===== config.mk =====
export PLATFORM = sky130hd
export DESIGN_NAME = mem_arbiter
export DESIGN_NICKNAME = d
export VERILOG_FILES = /design/src/rtl/mem_arbiter_pkg.sv /design/src/rtl/rr_arbiter2.sv /design/src/rtl/mem_arbiter.sv
export SDC_FILE = /design/constraint.sdc
export NUM_CORES = 1
export LEC_CHECK = 0
export ABC_AREA = 1
export CAP_MARGIN = 15
export CORE_AREA = 2 2 632 634
export DETAILED_ROUTE_END_ITERATION = 10
export DIE_AREA = 0 0 634 636
export PLACE_DENSITY_LB_ADDON = 0.08
export SLEW_MARGIN = 20
export SYNTH_ARGS = -nofsm -noshare
export SYNTH_HDL_FRONTEND = slang
export SYNTH_SLANG_ARGS = --single-unit

===== constraint.sdc =====
create_clock -name clk_i -period 3.6 [get_ports clk_i]
set_input_delay 0.72 -clock clk_i [delete_from_list [all_inputs] [get_ports clk_i]]
set_output_delay 0.72 -clock clk_i [all_outputs]
set_load 0.01 [all_outputs]

===== src/rtl/mem_arbiter_pkg.sv =====
// Shared definitions for the instruction/data cache memory arbiter:
// FSM state encoding, requester port indices and interface width defaults.
package mem_arbiter_pkg;

    localparam int ADDR_W_DEF = 32;
    localparam int LINE_W_DEF = 256;

    typedef enum logic [1:0] {
        ST_IDLE = 2'd0,
        ST_BUSY = 2'd1,
        ST_DONE = 2'd2
    } state_t;

    typedef enum logic {
        PORT0 = 1'b0,
        PORT1 = 1'b1
    } port_t;

endpackage


===== src/rtl/rr_arbiter2.sv =====
// Two-way round-robin picker. On a tie the port not granted last wins; the
// last-grant pointer moves only when the caller commits a grant.
module rr_arbiter2
    import mem_arbiter_pkg::*;
(
    input  logic       clk_i,
    input  logic       rst_i,
    input  logic [1:0] req_i,
    input  logic       update_i,
    output port_t      pick_o
);

    port_t last_q;

    // NOTE: every signal assigned in always_comb gets a default first so no latch is inferred.
    always_comb begin
        pick_o = PORT0;
        if (req_i == 2'b11) begin
            pick_o = (last_q == PORT0) ? PORT1 : PORT0;
        end else if (req_i[1]) begin
            pick_o = PORT1;
        end
    end

    // NOTE: sequential state uses non-blocking assignments so all flops update together.
    always_ff @(posedge clk_i or negedge rst_i) begin
        if (!rst_i) begin
            last_q <= PORT1;
        end else if (update_i) begin
            last_q <= pick_o;
        end
    end

endmodule


===== src/rtl/mem_arbiter.sv =====
// Arbitrates the instruction and data caches onto one line-wide memory port.
// One transaction at a time: IDLE grants and latches, BUSY waits for memory, DONE acks.
module mem_arbiter
    import mem_arbiter_pkg::*;
#(
    parameter int ADDR_W = ADDR_W_DEF,
    parameter int LINE_W = LINE_W_DEF
) (
    input  logic              clk_i,
    input  logic              rst_i,

    input  logic              p0_enable_i,
    input  logic              p0_write_i,
    input  logic [ADDR_W-1:0] p0_addr_i,
    input  logic [LINE_W-1:0] p0_data_i,
    output logic              p0_ack_o,
    output logic [LINE_W-1:0] p0_data_o,

    input  logic              p1_enable_i,
    input  logic              p1_write_i,
    input  logic [ADDR_W-1:0] p1_addr_i,
    input  logic [LINE_W-1:0] p1_data_i,
    output logic              p1_ack_o,
    output logic [LINE_W-1:0] p1_data_o,

    output logic              mem_enable_o,
    output logic              mem_write_o,
    output logic [ADDR_W-1:0] mem_addr_o,
    output logic [LINE_W-1:0] mem_data_o,
    input  logic              mem_ack_i,
    input  logic [LINE_W-1:0] mem_data_i
);

    state_t            state_q, state_d;
    port_t             pick;
    port_t             grant_q;
    logic              take;
    logic              wr_q;
    logic [ADDR_W-1:0] addr_q;
    logic [LINE_W-1:0] data_q;
    logic [LINE_W-1:0] rd_buf_q;

    rr_arbiter2 u_rr (
        .clk_i    (clk_i),
        .rst_i    (rst_i),
        .req_i    ({p1_enable_i, p0_enable_i}),
        .update_i (take),
        .pick_o   (pick)
    );

    always_comb begin
        state_d = state_q;
        take    = 1'b0;
        unique case (state_q)
            ST_IDLE: begin
                if (p0_enable_i || p1_enable_i) begin
                    take    = 1'b1;
                    state_d = ST_BUSY;
                end
            end
            ST_BUSY: begin
                if (mem_ack_i) begin
                    state_d = ST_DONE;
                end
            end
            ST_DONE: state_d = ST_IDLE;
            default: state_d = ST_IDLE;
        endcase
    end

    always_ff @(posedge clk_i or negedge rst_i) begin
        if (!rst_i) begin
            state_q <= ST_IDLE;
        end else begin
            state_q <= state_d;
        end
    end

    // NOTE: the line registers and read buffer are reset because outputs must read zero out of reset.
    always_ff @(posedge clk_i or negedge rst_i) begin
        if (!rst_i) begin
            grant_q  <= PORT0;
            wr_q     <= 1'b0;
            addr_q   <= '0;
            data_q   <= '0;
            rd_buf_q <= '0;
        end else begin
            if (take) begin
                grant_q <= pick;
                wr_q    <= (pick == PORT1) ? p1_write_i : p0_write_i;
                addr_q  <= (pick == PORT1) ? p1_addr_i  : p0_addr_i;
                data_q  <= (pick == PORT1) ? p1_data_i  : p0_data_i;
            end
            if (state_q == ST_BUSY && mem_ack_i) begin
                rd_buf_q <= mem_data_i;
            end
        end
    end

    // Memory side sees only the latched copy, so requesters may change inputs mid-transaction.
    assign mem_enable_o = (state_q == ST_BUSY);
    assign mem_write_o  = wr_q;
    assign mem_addr_o   = addr_q;
    assign mem_data_o   = data_q;

    assign p0_ack_o  = (state_q == ST_DONE) && (grant_q == PORT0);
    assign p1_ack_o  = (state_q == ST_DONE) && (grant_q == PORT1);
    assign p0_data_o = rd_buf_q;
    assign p1_data_o = rd_buf_q;

endmodule


==> results.json, run 1 <==
{
  "outcome": "completed",
  "drt_first_iter_violations": 1358,
  "ys_types": 17,
  "worst_pin_slew_ns": 0.841,
  "wire_per_inst_um": 23.5,
  "dp_hpwl_mm": 200,
  "viasPerCell": 2.82,
  "arrival_ns": 2.25,
  "area_delta_synth_final_pct": 86.6,
  "synthTopCellsByCount": "nand2_1, inv_1, nand3_1",
  "die_w_um": 634,
  "yosysWarnings": 0,
  "fin_crit_sh": 0.824,
  "final_area_mm2": 0.0524,
  "ir_drop_mv": 0.352,
  "cp-start-kind": "flip-flop",
  "die_area_mm2": 0.403,
  "crit_required_ns": 2.88,
  "wl_mm": 248,
  "top_level_ports": 1643,
  "critPathSlowestCell": "clkdlybuf4s50_1",
  "async_flop_share": 1.00,
  "synth.top_cell.area_share": 0.489,
  "cts_tree": "built",
  "via_count": 29818,
  "antenna_found_initial": 115,
  "grt_overflow": 0,
  "post-synth-top-area-cell": "dfrtp_1",
  "rows": 232,
  "cts_resized": 0,
  "crit_start": "p0_data_o[200]$_DFFE_PN0P_",
  "port_buffers": 1642,
  "cts_made_buffers": 94,
  "postPlaceCellArea_mm2": 0.0492,
  "cts_root_buf": "clkbuf_16",
  "endpoint_kind": "output port",
  "max_cap_viol_count": 0,
  "clk_latency_ns": 0.79,
  "worstReg2RegStart": "state_q[1]$_DFFE_PN0P_",
  "crit_family": "buffers and inverters",
  "cp_max_fo": 3,
  "nFillCells": 45618,
  "period_needed_ns": 2.97,
  "p_total_uw": 44500,
  "synth_edf_count": 0,
  "drc": 0,
  "setup_tns_ns": 0,
  "multiInputGateArea_mm2": 0.00913,
  "clk_pin_slew_ns": 0.06,
  "track_usage": 0.119,
  "cts_buffer_depth": 4,
  "maxSlewViolCount": 0,
  "final_nets": 6037,
  "grt_max_degree": 98,
  "slowest_delay_ns": 0.97,
  "hp-class": "input pin to flip-flop",
  "synthTopCellsByArea": "dfrtp_1, nand2_1, nand3_1",
  "crit_buf_inv": 1,
  "reg2reg_to": "p0_data_o[164]$_DFFE_PN0P_",
  "rsz0062_at_grt": "no",
  "finalWorstSetupSlack_ns": 0.635,
  "finalWeightedCongestion": 0.769,
  "slew-limit-headroom": 0.439,
  "power_leakage_uw": 0.0242,
  "setup_viol": 0,
  "place_ws_ns": 0.669,
  "fin_skew_ns": 0.0504,
  "fp.dieH_um": 636,
  "start_util": 0.0707,
  "grt_pass1_wl_mm": 322,
  "synth_most_common_cell": "nand2_1",
  "r2r_cells": 7,
  "firstDrtPassIters": 5,
  "min_to": "p0_data_o[213]$_DFFE_PN0P_",
  "path_cells": "clkdlybuf4s50_1",
  "whs_path_depth": 3,
  "hold_viol_final": 0,
  "ys_ff_latch": 549,
  "core_area_mm2": 0.397,
  "syn_inst": 3832,
  "avgSynthCellArea_um2": 7.32,
  "utilization": 0.132,
  "synth_area_mm2": 0.0281,
  "syn_nets": 4671,
  "drtAntennaViolNets": 0,
  "timing.fmax_ghz": 0.337,
  "min-delay-start": "mem_data_i[213]",
  "p_per_area_mw_per_mm2": 850,
  "yosys_most_used_dff": "dfrtp_1",
  "setup.worst_path.class": "flip-flop to output port",
  "ff_latch_area_mm2": 0.0137,
  "reg2reg_slack_ns": 1.30,
  "drive_above_1_share": 0.0471,
  "yosysSeqAreaShare": 0.490,
  "grt_pass1_vias": 31700,
  "cts.sinks": 549,
  "cts_max_level": 3
}
[registers in the layout (all words and copies together) (netlist names)]
name and flops:
mem_write_o 1, mem_data_o 256, u_rr.last_q 1, state_q 2
p0_data_o 256, mem_addr_o 32, grant_q 1
[cell families (layout without fill, tap and decap cells)]
| kind of cell | after synthesis | after routing | share of synthesized area |
|---|---|---|---|
| AOI/OAI and AO/OA | 2 | 2 | 0.000446 |
| buffers and inverters | 1056 | 2485 | 0.186 |
| other | 0 | 32 | 0 |
| DFF | 549 | 549 | 0.490 |
| and+or+nand+nor | 2225 | 2225 | 0.324 |
[metal layers]
metal  track usage  wire [µm]  share of wire
met1         0.122      88500           0.36
met2         0.227     132000           0.53
met3        0.0391      18800          0.076
met4        0.0353       7970          0.032
met5             0        558         0.0023
[final cells by class]
class,count,share of cell area
Tap cell,5265,0.126
Sequential cell,549,0.262
Multi-Input combinational cell,2227,0.174
Antenna cell,32,0.00153
Clock inverter,19,0.00511
Timing Repair Buffer,1742,0.336
Clock buffer,140,0.0527
Inverter,584,0.0422
[worst min-delay path: stages]
cell             delay [ns]
clkdlybuf4s50_1        0.39
nand2_1                0.06
nand2_1                0.04
[repair_timing]
item,in CTS,in global routing
setup buffers,0,0
hold endpoints to repair,23,0
hold buffers,1,0
[placed cells by master, fill, tap and decap left out, types with 2 or more instances in the layout]
cell / n
inv_6: 2
dfrtp_1: 548
buf_4: 70
clkinv_2: 7
buf_8: 2
nand3_1: 578
bufinv_16: 5
nand2_4: 2
clkbuf_1: 24
inv_8: 2
diode_2: 32
clkbuf_8: 21
nor3_1: 2
clkbuf_16: 95
inv_16: 2
inv_2: 2
clkdlybuf4s50_1: 1638
clkinv_4: 2
nand2_1: 1639
buf_12: 31
inv_1: 580
[worst max path at each step]
| stage | to | slack, ns | cells after the start |
|---|---|---|---|
| global route | p1_data_o[98] | 0.44 | 1 |
| CTS | p1_data_o[98] | 0.32 | 1 |
| detailed placement | p0_data_o[152]$_DFFE_PN0P_ | 0.67 | 7 |
| global placement | p0_data_o[251]$_DFFE_PN0P_ | 0.66 | 6 |
| finish | p1_data_o[200] | 0.63 | 1 |
| floorplan | mem_addr_o[10]$_DFFE_PN0P_ | 1.99 | 7 |
[power breakdown]
group | total (µW) | switching (µW) | internal [µW] | leakage [µW]
Sequential | 12700 | 3440 | 9230 | 0.00673
Clock | 9390 | 3780 | 5610 | 0.00149
Combinational | 22400 | 12100 | 10300 | 0.0159
[per-stage QoR]
| step | hold slack (ns) | std cells |
|---|---|---|
| after global routing | 0.360 | 10534 |
| final | 0.430 | 10558 |
| after detailed placement | 0.464 | 10366 |
| after CTS | 0.303 | 10526 |
| after global placement | 0.463 | 10366 |
| after floorplan | 0.424 | 3832 |
No activity file was read; power rests on OpenSTA's default activity.
==> inputs of run 2 (changes only) <==
Clock period 3.6 ns to 2.7 ns, I/O delays scaled along.
==> results.json, run 2 (synthesis results as in run 1) <==
{
  "outcome": "completed",
  "cts_made_buffers": 91,
  "core_area_mm2": 0.397,
  "top_level_ports": 1643,
  "final_common_cell": "nand2_1",
  "grt_max_degree": 70,
  "cts_tree": "built",
  "rows": 232,
  "antenna_found_initial": 126,
  "start_util": 0.0707,
  "clk_latency_ns": 0.79,
  "fin_skew_ns": 0.0479,
  "power_leakage_uw": 0.0245,
  "drive_above_1_share": 0.0566,
  "p_per_area_mw_per_mm2": 1120,
  "final_nets": 6080,
  "max_cap_viol_count": 0,
  "finalWeightedCongestion": 0.764,
  "drtAntennaViolNets": 0,
  "slowest_delay_ns": 0.78,
  "grt_overflow": 0,
  "grt_pass1_wl_mm": 320,
  "cp-start-kind": "flip-flop",
  "critPathSlowestCell": "clkdlybuf4s50_1",
  "period_needed_ns": 2.60,
  "ir_drop_mv": 0.478,
  "cts_root_buf": "clkbuf_16",
  "dp_hpwl_mm": 204,
  "fin_crit_sh": 0.962,
  "die_w_um": 634,
  "finalWorstSetupSlack_ns": 0.103,
  "postCtsSetupRepairBufs": 0,
  "track_usage": 0.119,
  "endpoint_kind": "output port",
  "hp-class": "input pin to flip-flop",
  "setup_tns_ns": 0,
  "clk_pin_slew_ns": 0.05,
  "drt_first_iter_violations": 1461,
  "maxSlewViolCount": 0,
  "hold_ws_ns": 0.265,
  "worst_pin_slew_ns": 0.752,
  "grt_pass1_vias": 31579,
  "viasPerCell": 2.84,
  "cts_max_level": 3,
  "hold_viol_final": 0,
  "firstDrtPassIters": 4,
  "timing.fmax_ghz": 0.385,
  "slew-limit-headroom": 0.499,
  "crit_buf_inv": 1,
  "wl_mm": 247,
  "die_area_mm2": 0.403,
  "layout_common_cells": "nand2_1, clkdlybuf4s50_1, inv_1",
  "path_cells": "clkdlybuf4s50_1",
  "drc": 0,
  "cts_buffer_depth": 4,
  "rsz0062_at_grt": "no",
  "cts.sinks": 549,
  "port_buffers": 1642,
  "via_count": 30077,
  "wire_per_inst_um": 23.3,
  "cp_max_fo": 3,
  "fp.dieH_um": 636,
  "place_ws_ns": 0.181,
  "crit_family": "buffers and inverters",
  "crit_required_ns": 2.16,
  "setup.worst_path.class": "flip-flop to output port",
  "area_delta_synth_final_pct": 87.5,
  "setup_viol": 0,
  "arrival_ns": 2.06
}
-- run 2: repair_timing --
action / in CTS / in global routing
hold buffers: 1 / 0
resized for setup: 58 / 0
hold endpoints to repair: 18 / 0
endpoints found under the setup margin: 61 / 0
-- run 2: per-stage QoR --
step | cells | instance area, µm² | utilization | total power [µW]
floorplan | 3832 | 28100 | - | 27300
global placement | 10412 | 49700 | 0.125 | 48900
detailed placement | 10412 | 49700 | 0.125 | 48500
CTS | 10563 | 52500 | 0.132 | 61000
global route | 10572 | 52600 | 0.132 | 62800
finish | 10595 | 52600 | 0.133 | 58700
-- run 2: worst paths after layout --
| path | from | to | slack (ns) | cells after the start |
|---|---|---|---|---|
| setup reg to reg | state_q[1]$_DFFE_PN0P_ | p0_data_o[244]$_DFFE_PN0P_ | 0.80 | 6 |
| max in group asynchronous | rst_i | p0_data_o[82]$_DFFE_PN0P_ | 1.41 | 3 |
| setup / recovery | p0_data_o[32]$_DFFE_PN0P_ | p1_data_o[32] | 0.10 | 1 |
| min in group asynchronous | rst_i | p0_data_o[174]$_DFFE_PN0P_ | 0.35 | 2 |
| hold reg to reg | mem_data_o[88]$_DFFE_PN0P_ | mem_data_o[88]$_DFFE_PN0P_ | 0.48 | 2 |
| hold / removal | mem_data_i[63] | p0_data_o[63]$_DFFE_PN0P_ | 0.26 | 3 |
-- run 2: layout make-up --
type	count	area, µm²
diodes	32	80.1
well taps	5265	6590
repair buffers	1788	18000
clock inverters	17	226
multi-input cells	2227	9130
flip-flops and latches	549	13700
fillers	45679	344000
clock buffers	133	2640
inverters	584	2210
-- run 2: per-layer routing --
| metal | up-vias | wire length (µm) | GRT usage |
|---|---|---|---|
| met5 | - | 629 | 0 |
| met4 | 98 | 6640 | 0.0306 |
| met3 | 351 | 19100 | 0.0399 |
| met2 | 1082 | 134000 | 0.230 |
| met1 | 14487 | 86500 | 0.119 |
| li1 | 14059 | - | - |
-- run 2: power by group --
group	switching (µW)	internal, µW	total (µW)
sequential	4490	12300	16800
clock	4800	7080	11900
combinational	16400	13700	30100
total	25700	33000	58700
